### config.mk
export PLATFORM = sky130hd
export DESIGN_NAME = tea_engine_flat
export DESIGN_NICKNAME = d
export VERILOG_FILES = /design/src/rtl/tea_pkg.sv /design/src/rtl/tea_if.sv /design/src/rtl/tea_round.sv /design/src/rtl/tea_engine.sv /design/src/flat_wrapper.sv
export SDC_FILE = /design/constraint.sdc
export NUM_CORES = 2
export LEC_CHECK = 0
export CORE_ASPECT_RATIO = 0.5
export CORE_UTILIZATION = 38
export DETAILED_ROUTE_END_ITERATION = 8
export HOLD_SLACK_MARGIN = 0.03
export PLACE_DENSITY = 0.6
export SLEW_MARGIN = 20
export SYNTH_ARGS = -nofsm -noshare
export SYNTH_HDL_FRONTEND = slang
export SYNTH_SLANG_ARGS = --single-unit
### constraint.sdc
create_clock -name clk -period 24.6 [get_ports clk]
set_input_delay 4.92 -clock clk [delete_from_list [all_inputs] [get_ports clk]]
set_output_delay 4.92 -clock clk [all_outputs]
set_load 0.02 [all_outputs]
### src/rtl/tea_pkg.sv
// Shared types and helpers for the TEA/XTEA block cipher engine.
// Holds the round constant, FSM states and byte-order helpers.
package tea_pkg;

  localparam logic [31:0] DELTA = 32'h9E3779B9;

  typedef enum logic [1:0] {
    IDLE,
    RUN,
    DONE
  } state_t;

  typedef struct packed {
    logic [31:0] v0;
    logic [31:0] v1;
    logic [31:0] sum;
  } blk_t;

  function automatic logic [31:0] bswap32(input logic [31:0] x);
    return {x[7:0], x[15:8], x[23:16], x[31:24]};
  endfunction

  function automatic logic [31:0] dec_sum(input int rounds);
    logic [31:0] r;
    r = 32'(rounds);
    return DELTA * r;
  endfunction

endpackage

### src/rtl/tea_if.sv
// Block handshake bundle between a host and the cipher engine.
// Input side carries the block and mode, output side the result.
interface tea_if;
  logic [63:0] in_data;
  logic        in_decrypt;
  logic        in_variant;
  logic        in_valid;
  logic        in_ready;
  logic [63:0] out_data;
  logic        out_valid;
  logic        out_ready;
  logic        busy;

  modport master (
    output in_data, in_decrypt, in_variant, in_valid, out_ready,
    input  in_ready, out_data, out_valid, busy
  );

  modport slave (
    input  in_data, in_decrypt, in_variant, in_valid, out_ready,
    output in_ready, out_data, out_valid, busy
  );
endinterface

### src/rtl/tea_round.sv
// One combinational TEA or XTEA cycle (Feistel pair), either direction.
// Decrypt paths undo the encrypt half-rounds in reverse order.
module tea_round
  import tea_pkg::*;
(
  input  logic [31:0]  v0,
  input  logic [31:0]  v1,
  input  logic [31:0]  sum,
  input  logic [127:0] key,
  input  logic         decrypt,
  input  logic         variant,
  output blk_t         nxt
);

  logic [31:0] k [4];
  logic [31:0] s_up, s_dn, a;

  assign k[0] = bswap32(key[127:96]);
  assign k[1] = bswap32(key[95:64]);
  assign k[2] = bswap32(key[63:32]);
  assign k[3] = bswap32(key[31:0]);
  assign s_up = sum + DELTA;
  assign s_dn = sum - DELTA;

  function automatic logic [31:0] tf(
    input logic [31:0] v, s, ka, kb
  );
    return ((v << 4) + ka) ^ (v + s) ^ ((v >> 5) + kb);
  endfunction

  function automatic logic [31:0] xf(input logic [31:0] v);
    return ((v << 4) ^ (v >> 5)) + v;
  endfunction

  always_comb begin
    a   = '0;
    nxt = '{v0: v0, v1: v1, sum: sum};
    unique case ({variant, decrypt})
      2'b00: begin
        a   = v0 + tf(v1, s_up, k[0], k[1]);
        nxt = '{v0: a,
                v1: v1 + tf(a, s_up, k[2], k[3]),
                sum: s_up};
      end
      2'b01: begin
        a   = v1 - tf(v0, sum, k[2], k[3]);
        nxt = '{v0: v0 - tf(a, sum, k[0], k[1]),
                v1: a,
                sum: s_dn};
      end
      2'b10: begin
        a   = v0 + (xf(v1) ^ (sum + k[sum[1:0]]));
        nxt = '{v0: a,
                v1: v1 + (xf(a) ^ (s_up + k[s_up[12:11]])),
                sum: s_up};
      end
      2'b11: begin
        a   = v1 - (xf(v0) ^ (sum + k[sum[12:11]]));
        nxt = '{v0: v0 - (xf(a) ^ (s_dn + k[s_dn[1:0]])),
                v1: a,
                sum: s_dn};
      end
      default: ;
    endcase
  end

endmodule

### src/rtl/tea_engine.sv
// Iterative TEA/XTEA engine: one Feistel pair per clock, ROUNDS pairs
// per block, with a valid/ready handshake on both sides.
module tea_engine
  import tea_pkg::*;
#(
  parameter int ROUNDS  = 32,
  parameter bit XTEA_EN = 1'b1
) (
  input  logic         clk,
  input  logic         reset_n,
  input  logic [127:0] key,
  input  logic         key_we,
  tea_if.slave         bus
);

  localparam int CW = $clog2(ROUNDS + 1);

  state_t        state, state_nx;
  logic [CW-1:0] cnt;
  logic [31:0]   v0, v1, sum;
  logic [127:0]  key_r;
  logic          dec_r, var_r;
  logic          accept;
  blk_t          rnd;

  assign accept = bus.in_valid && bus.in_ready;

  tea_round u_round (
    .v0      (v0),
    .v1      (v1),
    .sum     (sum),
    .key     (key_r),
    .decrypt (dec_r),
    .variant (var_r),
    .nxt     (rnd)
  );

  always_ff @(posedge clk or negedge reset_n) begin
    if (!reset_n) state <= IDLE;
    else          state <= state_nx;
  end

  always_comb begin
    state_nx = state;
    unique case (state)
      IDLE:    if (accept) state_nx = RUN;
      RUN:     if (cnt == CW'(1)) state_nx = DONE;
      DONE:    if (bus.out_ready) state_nx = IDLE;
      default: state_nx = IDLE;
    endcase
  end

  always_comb begin
    bus.in_ready  = (state == IDLE) && !key_we;
    bus.out_valid = (state == DONE);
    bus.busy      = (state != IDLE);
    bus.out_data  = {bswap32(v0), bswap32(v1)};
  end

  // Key only changes between blocks, so a running block never sees it move.
  always_ff @(posedge clk or negedge reset_n) begin
    if (!reset_n) begin
      key_r <= '0;
      v0    <= '0;
      v1    <= '0;
      sum   <= '0;
      cnt   <= '0;
      dec_r <= 1'b0;
      var_r <= 1'b0;
    end else begin
      if (state == IDLE && key_we) key_r <= key;
      if (accept) begin
        v0    <= bswap32(bus.in_data[63:32]);
        v1    <= bswap32(bus.in_data[31:0]);
        sum   <= bus.in_decrypt ? dec_sum(ROUNDS) : '0;
        cnt   <= CW'(ROUNDS);
        dec_r <= bus.in_decrypt;
        var_r <= XTEA_EN & bus.in_variant;
      end else if (state == RUN) begin
        v0  <= rnd.v0;
        v1  <= rnd.v1;
        sum <= rnd.sum;
        cnt <= cnt - CW'(1);
      end
    end
  end

endmodule

### src/flat_wrapper.sv
// flat-port wrapper written by rule: the top's interface ports become plain ports
module tea_engine_flat import tea_pkg::*;
#(
  parameter int ROUNDS  = 32,
  parameter bit XTEA_EN = 1'b1
)
  (clk, reset_n, key, key_we, bus_in_data, bus_in_decrypt, bus_in_variant, bus_in_valid, bus_out_ready, bus_in_ready, bus_out_data, bus_out_valid, bus_busy);
  tea_if bus_i ();
  input  logic clk;
  input  logic reset_n;
  input  logic [127:0] key;
  input  logic key_we;
  input wire logic [$bits(bus_i.in_data)-1:0] bus_in_data;
  input wire logic [$bits(bus_i.in_decrypt)-1:0] bus_in_decrypt;
  input wire logic [$bits(bus_i.in_variant)-1:0] bus_in_variant;
  input wire logic [$bits(bus_i.in_valid)-1:0] bus_in_valid;
  input wire logic [$bits(bus_i.out_ready)-1:0] bus_out_ready;
  output wire logic [$bits(bus_i.in_ready)-1:0] bus_in_ready;
  output wire logic [$bits(bus_i.out_data)-1:0] bus_out_data;
  output wire logic [$bits(bus_i.out_valid)-1:0] bus_out_valid;
  output wire logic [$bits(bus_i.busy)-1:0] bus_busy;
  assign bus_i.in_data = bus_in_data;
  assign bus_i.in_decrypt = bus_in_decrypt;
  assign bus_i.in_variant = bus_in_variant;
  assign bus_i.in_valid = bus_in_valid;
  assign bus_i.out_ready = bus_out_ready;
  assign bus_in_ready = bus_i.in_ready;
  assign bus_out_data = bus_i.out_data;
  assign bus_out_valid = bus_i.out_valid;
  assign bus_busy = bus_i.busy;
  tea_engine #(.ROUNDS(ROUNDS), .XTEA_EN(XTEA_EN)) u_core (.clk(clk), .reset_n(reset_n), .key(key), .key_we(key_we), .bus(bus_i));
endmodule
==> Word level (Yosys, flattened, before mapping) <==
Index checks and enable logic that the tools add are counted.
{ "totals": {"ff_bits": 234, "input_bits": 199} }
{ "op_classes": {"mux": 26, "eq_ne": 9, "reduce_logical": 9, "n_bitwise": 20, "magnitude_cmp": 4, "addsub": 31} }
{ "op_table": {"columns": ["op", "n"], "rows": [
  ["32-bit adder", 20],
  ["32-bit two-way mux", 15],
  ["96-bit one-hot mux with 4 select lines", 1],
  ["32-bit bitwise XOR", 12],
  ["32-bit binary-select mux with 2-bit select", 4],
  ["27-bit by 32-bit adder with 32-bit output", 4],
  ["32-bit subtractor", 4],
  ["32-bit by 27-bit bitwise XOR with 32-bit output", 4],
  ["32-bit adder, second input constant", 1],
  ["32-bit subtractor, second input constant", 1],
  ["3-bit >= comparator, second input constant", 4],
  ["6-bit two-way mux", 2],
  ["2-bit inverter with 3-bit output", 4],
  ["2-bit == test, second input constant", 3],
  ["6-bit by 1-bit == test with 1-bit output, second input constant", 1],
  ["2-bit two-way mux", 3],
  ["2-bit one-hot mux with 3 select lines", 1],
  ["6-bit by 1-bit subtractor with 6-bit output, second input constant", 1],
  ["2-bit by 1-bit == test with 1-bit output, second input constant", 2],
  ["2-bit zero test", 2],
  ["2-bit by 1-bit != test with 1-bit output, second input constant", 2],
  ["2-bit nonzero test", 2],
  ["1-bit logical AND", 3],
  ["3-bit AND reduction", 1],
  ["other kinds (2)", 2]
]} }

==> Depth between registers and ports, before layout <==
{ "logic_depth": {"depth_word": 14, "ltp_mapped": 53, "ltp_nobuf": 52} }

==> Hierarchy <==
A second synthesis with hierarchy kept.
{ "hier_totals": {"hier_cells": 6572, "area_unflattened_um2": 54740.0} }
{ "by_module_without_submodules": {"columns": ["mod", "area_per_inst_um2", "cells_each", "n_inst", "seq_area_each_um2"], "rows": [
  ["tea_round", 45198.3, 5823, 1, 0.0],
  ["tea_engine", 9541.7, 749, 1, 5855.6]
]} }

==> Worst setup path before layout <==
No wires, ideal clock.
{ "synth_path": {"kind": "register to register", "from": "register u_core.sum[1]", "to": "register u_core.v1[30]", "setup_ps": 129, "path_stages_with_launch": 50, "path_slack_ps": 14194, "path_buffers": 6, "t_arrival_ps": 10277, "cell_sequence": "dfrtp_1 -> buf_4 -> buf_1 -> clkbuf_1 -> inv_1 -> ha_1 -> clkbuf_1 -> buf_1 -> inv_1 -> fa_1 -> xnor2_1 -> xor2_1 -> inv_1 -> fa_1 -> nor2b_1 -> o21ai_1 -> a21boi_1 -> o21ai_0 -> (+14 left out) -> a21oi_1 -> xnor2_1 -> nand2_1 -> o21ai_0 -> ha_1 -> a21o_1 -> a21o_1 -> a21oi_1 -> nor2b_1 -> o21ai_0 -> nand2b_1 -> a221o_1 -> a21o_1 -> a2111o_1 -> a21oi_1 -> xnor2_1 -> a221oi_1 -> a21oi_1"} }
{ "synth_between": {"elab_chain_len": 14, "elab_cells_between_ends": 37} }
{ "synth_lines": {"columns": ["item", "line_no", "text"], "rows": [
  ["start, declared", "tea_engine.sv:20", "logic [31:0] v0, v1, sum;"],
  ["start signal, assigned", "tea_engine.sv:75", "sum <= bus.in_decrypt ? dec_sum(ROUNDS) : '0;"],
  ["start signal, assigned", "tea_engine.sv:82", "sum <= rnd.sum;"],
  ["parallel branches: the longest is 11 deep, another holds 32-bit adder", null, null],
  ["96-bit one-hot mux with 4 select lines (*)", "tea_round.sv:38", "unique case ({variant, decrypt})"],
  ["32-bit two-way mux (*)", "tea_engine.sv:79", "end else if (state == RUN) begin"],
  ["32-bit two-way mux (*)", "tea_engine.sv:72", "if (accept) begin"],
  ["end signal, assigned", "tea_engine.sv:74", "v1 <= bswap32(bus.in_data[31:0]);"],
  ["end signal, assigned", "tea_engine.sv:81", "v1 <= rnd.v1;"],
  ["end, declared", "tea_engine.sv:20", null]
]} }
Every way passes the cells marked *. The select of a mux whose other input is x is not followed.
A chain may end at the register's enable or synchronous reset.

==> Final worst setup path <==
{ "layout_path": {"from": "register u_core.sum[12]", "to": "register u_core.v0[30]"} }
{ "layout_between": {"elab_chain_len": 14, "elab_cells_between_ends": 34} }
{ "layout_lines": {"columns": ["item", "line_no", "text"], "rows": [
  ["2-bit inverter with 3-bit output (not written as such)", "tea_round.sv:58", "a = v1 - (xf(v0) ^ (sum + k[sum[12:11]]));"],
  ["32-bit binary-select mux with 2-bit select", "tea_round.sv:58", null],
  ["32-bit two-way mux (not written as such) (2 in a row)", "tea_round.sv:58", null],
  ["32-bit adder", "tea_round.sv:58", null],
  ["32-bit bitwise XOR", "tea_round.sv:58", null],
  ["32-bit subtractor", "tea_round.sv:58", null],
  ["32-bit by 27-bit bitwise XOR with 32-bit output", "tea_round.sv:32", "return ((v << 4) ^ (v >> 5)) + v;"],
  ["32-bit adder", "tea_round.sv:32", null],
  ["32-bit bitwise XOR", "tea_round.sv:59", "nxt = '{v0: v0 - (xf(a) ^ (s_dn + k[s_dn[1:0]])),"],
  ["32-bit subtractor", "tea_round.sv:59", null],
  ["96-bit one-hot mux with 4 select lines (*)", "tea_round.sv:38", null],
  ["32-bit two-way mux (*)", "tea_engine.sv:79", null],
  ["32-bit two-way mux (*)", "tea_engine.sv:72", null],
  ["end signal, assigned", "tea_engine.sv:73", "v0 <= bswap32(bus.in_data[63:32]);"],
  ["end signal, assigned", "tea_engine.sv:80", "v0 <= rnd.v0;"],
  ["end, declared", "tea_engine.sv:20", null]
]} }
Every way passes the cells marked *; elsewhere a longest branch is shown, timed or not. The select of a mux whose other input is x is not followed.

==> flow_summary.json <==
{
  "setup_tns_ps": 0,
  "cts_num_sinks": 234,
  "synth.distinct_cells": 94,
  "status": "complete, no violations",
  "arrival_ps": 13440,
  "drt_pass1_iterations": 7,
  "setup.worst_path.end_class": "flop",
  "slowest_stage": "nor2_1",
  "timing.fmax_ghz": 0.07750,
  "synthArstFlopShare": 1.000,
  "holdBufCountCts": 0,
  "avgSynthCellArea_um2": 8.243,
  "fp.coreArea_um2": 141000,
  "antenna_found_initial": 47,
  "tightest_slew_ps": 1417,
  "fin_nets": 7971,
  "slew_viol_final": 0,
  "die_x_um": 537.0,
  "cts_root_buf": "clkbuf_16",
  "cts_resized": 0,
  "portBuffers": 265,
  "maxSlewHeadroom": 0.04503,
  "vias": 57680,
  "numCtsBuffers": 30,
  "drt_wl_total_um": 296900,
  "insertion_delay_ps": 710,
  "vias_per_cell": 6.499,
  "min_path_type": "flop to flop",
  "period_minus_slack_ps": 12900,
  "rsz0062_at_grt": "false",
  "place_hpwl_um": 243500,
  "synth_edf_count": 0,
  "place.gp.congestion": 1.145,
  "htree_levels": 1,
  "dieArea_um2": 144700,
  "wl_per_cell_um": 33.45,
  "synth_top_flop_cell": "dfrtp_1",
  "syn_area_um2": 54390,
  "worst_setup_path_start_kind": "flop",
  "drive_above_1_share": 0.09002,
  "synth_area_leader_cell": "ha_1",
  "dp.cells": 8801,
  "pin_count": 266,
  "synth_fp_nets": 7617,
  "overflow": 0,
  "crit_fanout": 44,
  "cts_tree": "yes",
  "path_class": "flop to flop",
  "synth_top_area_frac": 0.1827,
  "yosys_register_bits": 234,
  "start_util": 0.3856,
  "hold_viol": 0,
  "utilization": 0.4374,
  "drc": 0,
  "grt_pass1_wl_um": 403300,
  "setup_viol": 0,
  "max-clock-path-buffers": 3,
  "cp_data_required_time_ps": 25130,
  "synthToLayoutAreaGrowth_pct": 13.41,
  "grt_pass1_vias": 52190,
  "yosysSeqAreaShare": 0.1077,
  "synth_warnings": 0,
  "crit_family": "compound AO/OA/AOI/OAI gates",
  "syn_inst": 6598,
  "crit_top_cell": "o21ai_0",
  "die_height_um": 269.5,
  "clk_pin_slew_ps": 70,
  "synth_area_leaders": "ha_1 (18%), xnor2_1 (15%), dfrtp_1 (11%)",
  "grt_max_degree": 112,
  "drtIter0Drc": 9465,
  "rows": 97,
  "fin_crit_sh": 0.5245,
  "final_antenna_net_count": 0,
  "fin_cells": 8876,
  "skew_ps": 56.91,
  "crit_buf_inv": 1,
  "cpPeakStageDelay_ps": 960,
  "max_cap_violations": 0,
  "track_usage": 0.3958,
  "cts_setup_buffers": 0
}
-- final timing paths --
path | slack (ps) | cells after the start | start | endpoint
worst max-delay path | 11700 | 48 | u_core.sum[12] | u_core.v0[30]
worst min-delay path | 510 | 1 | u_core.key_r[42] | u_core.key_r[42]
worst max register to register | 11700 | 48 | u_core.sum[12] | u_core.v0[30]
worst min register to register | 510 | 1 | u_core.key_r[42] | u_core.key_r[42]
max in group asynchronous | 18350 | 3 | reset_n | u_core.dec_r
min in group asynchronous | 4180 | 1 | reset_n | u_core.key_r[29]
-- cell usage in the layout, fill, tap and decap left out, types with 43 or more instances in the layout --
master and n:
a211oi_1 72, a21o_1 327, a21oi_1 659, a31oi_1 62, and2_1 43, and3_1 53
buf_4 221, clkdlybuf4s50_1 264, dfrtp_1 228, ha_1 793, inv_1 192, mux2_2 132
mux4_2 128, nand2_1 386, nand2b_1 85, nand3_1 113, nor2_1 433, nor2b_1 91
nor3_1 104, o21a_1 104, o21ai_0 376, o21ai_1 57, o21bai_1 103, or3_1 53
xnor2_1 956, xor2_1 296
-- Yosys cell counts, types with 13 or more instances --
master / instances
ha_1: 794
o211ai_1: 35
nand3_1: 113
mux2_2: 132
and2_1: 44
o21ai_0: 376
nand4_1: 37
a221o_1: 18
a22oi_1: 18
nor2b_1: 92
o21bai_1: 103
a31oi_1: 62
o22ai_1: 16
a21boi_0: 19
fa_1: 26
o31a_1: 16
o21ai_1: 57
a311oi_1: 13
mux2i_1: 36
dfrtp_1: 234
o31ai_1: 36
nand2_1: 387
clkbuf_1: 127
xor2_1: 298
o21a_1: 104
and4_1: 20
nor3_1: 105
buf_1: 30
nand2b_1: 86
or3_1: 53
inv_1: 193
o2111ai_1: 16
or2_2: 30
a211oi_1: 74
a211o_1: 24
nor2_1: 437
xnor2_1: 960
a21o_1: 327
and3_1: 53
a21oi_1: 661
mux4_2: 128
-- kinds of logic (layout without fill, tap and decap cells) --
family                   count (synthesis)  in the layout  synth area share
flip-flops                             234            234            0.1077
XOR/XNOR                              1270           1270            0.2076
other                                    0             19                 0
buffers and inverters                  359            737           0.02501
adder cells (fa/ha/maj)                820            820            0.1922
AO/OA/AOI/OAI                         2121           2121            0.2491
AND/OR/NAND/NOR                       1498           1498            0.1314
multiplexers                           296            296           0.08696
-- sequential cells by signal, indices dropped and copies added (netlist names) --
name,flops
u_core.cnt,6
u_core.var_r,1
u_core.key_r,128
u_core.state,2
u_core.dec_r,1
u_core.sum,32
u_core.v0,32
u_core.v1,32
-- final cells by class --
cell class	count	area (um2)
antenna	19	47.55
clock buffer	39	864.6
clock inverter	17	186.4
fill	14310	79350
inverter	194	728.2
multi-input combinational	6005	47290
sequential	234	5871
tap	1881	2354
timing repair buffer	487	4337
-- worst reg2reg max path, delay by kind of cell (launching register included) --
family | cells | cell delay (ps)
flops | 1 | 340
buf+inv | 1 | 600
xor+xnor | 7 | 1430
simple gates | 11 | 2140
fa+ha+maj | 5 | 1730
mux | 1 | 480
compound gates | 23 | 6010
-- layer usage --
layer  global-route usage  wire length [um]  vias up
met2               0.4712            101000     4163
met1               0.5682            126600    27970
met3               0.2517             61510      435
li1                     -                 -    25090
met5                    0               172        -
met4              0.09055              7732       28
-- metrics by stage --
| step | setup slack [ps] | instance area [um2] | hold WS [ps] |
|---|---|---|---|
| floorplan | 14190 | 54390 | 483.4 |
| global placement | 12490 | 60540 | 491.4 |
| detailed placement | 12360 | 60550 | 497.5 |
| CTS | 12300 | 61600 | 511.8 |
| global route | 11280 | 61650 | 528.1 |
| finish | 11700 | 61680 | 505.3 |
Power is left out: the tool's default activity adds up to more than one toggle a clock period on the data nets, which glitch-free logic cannot reach.
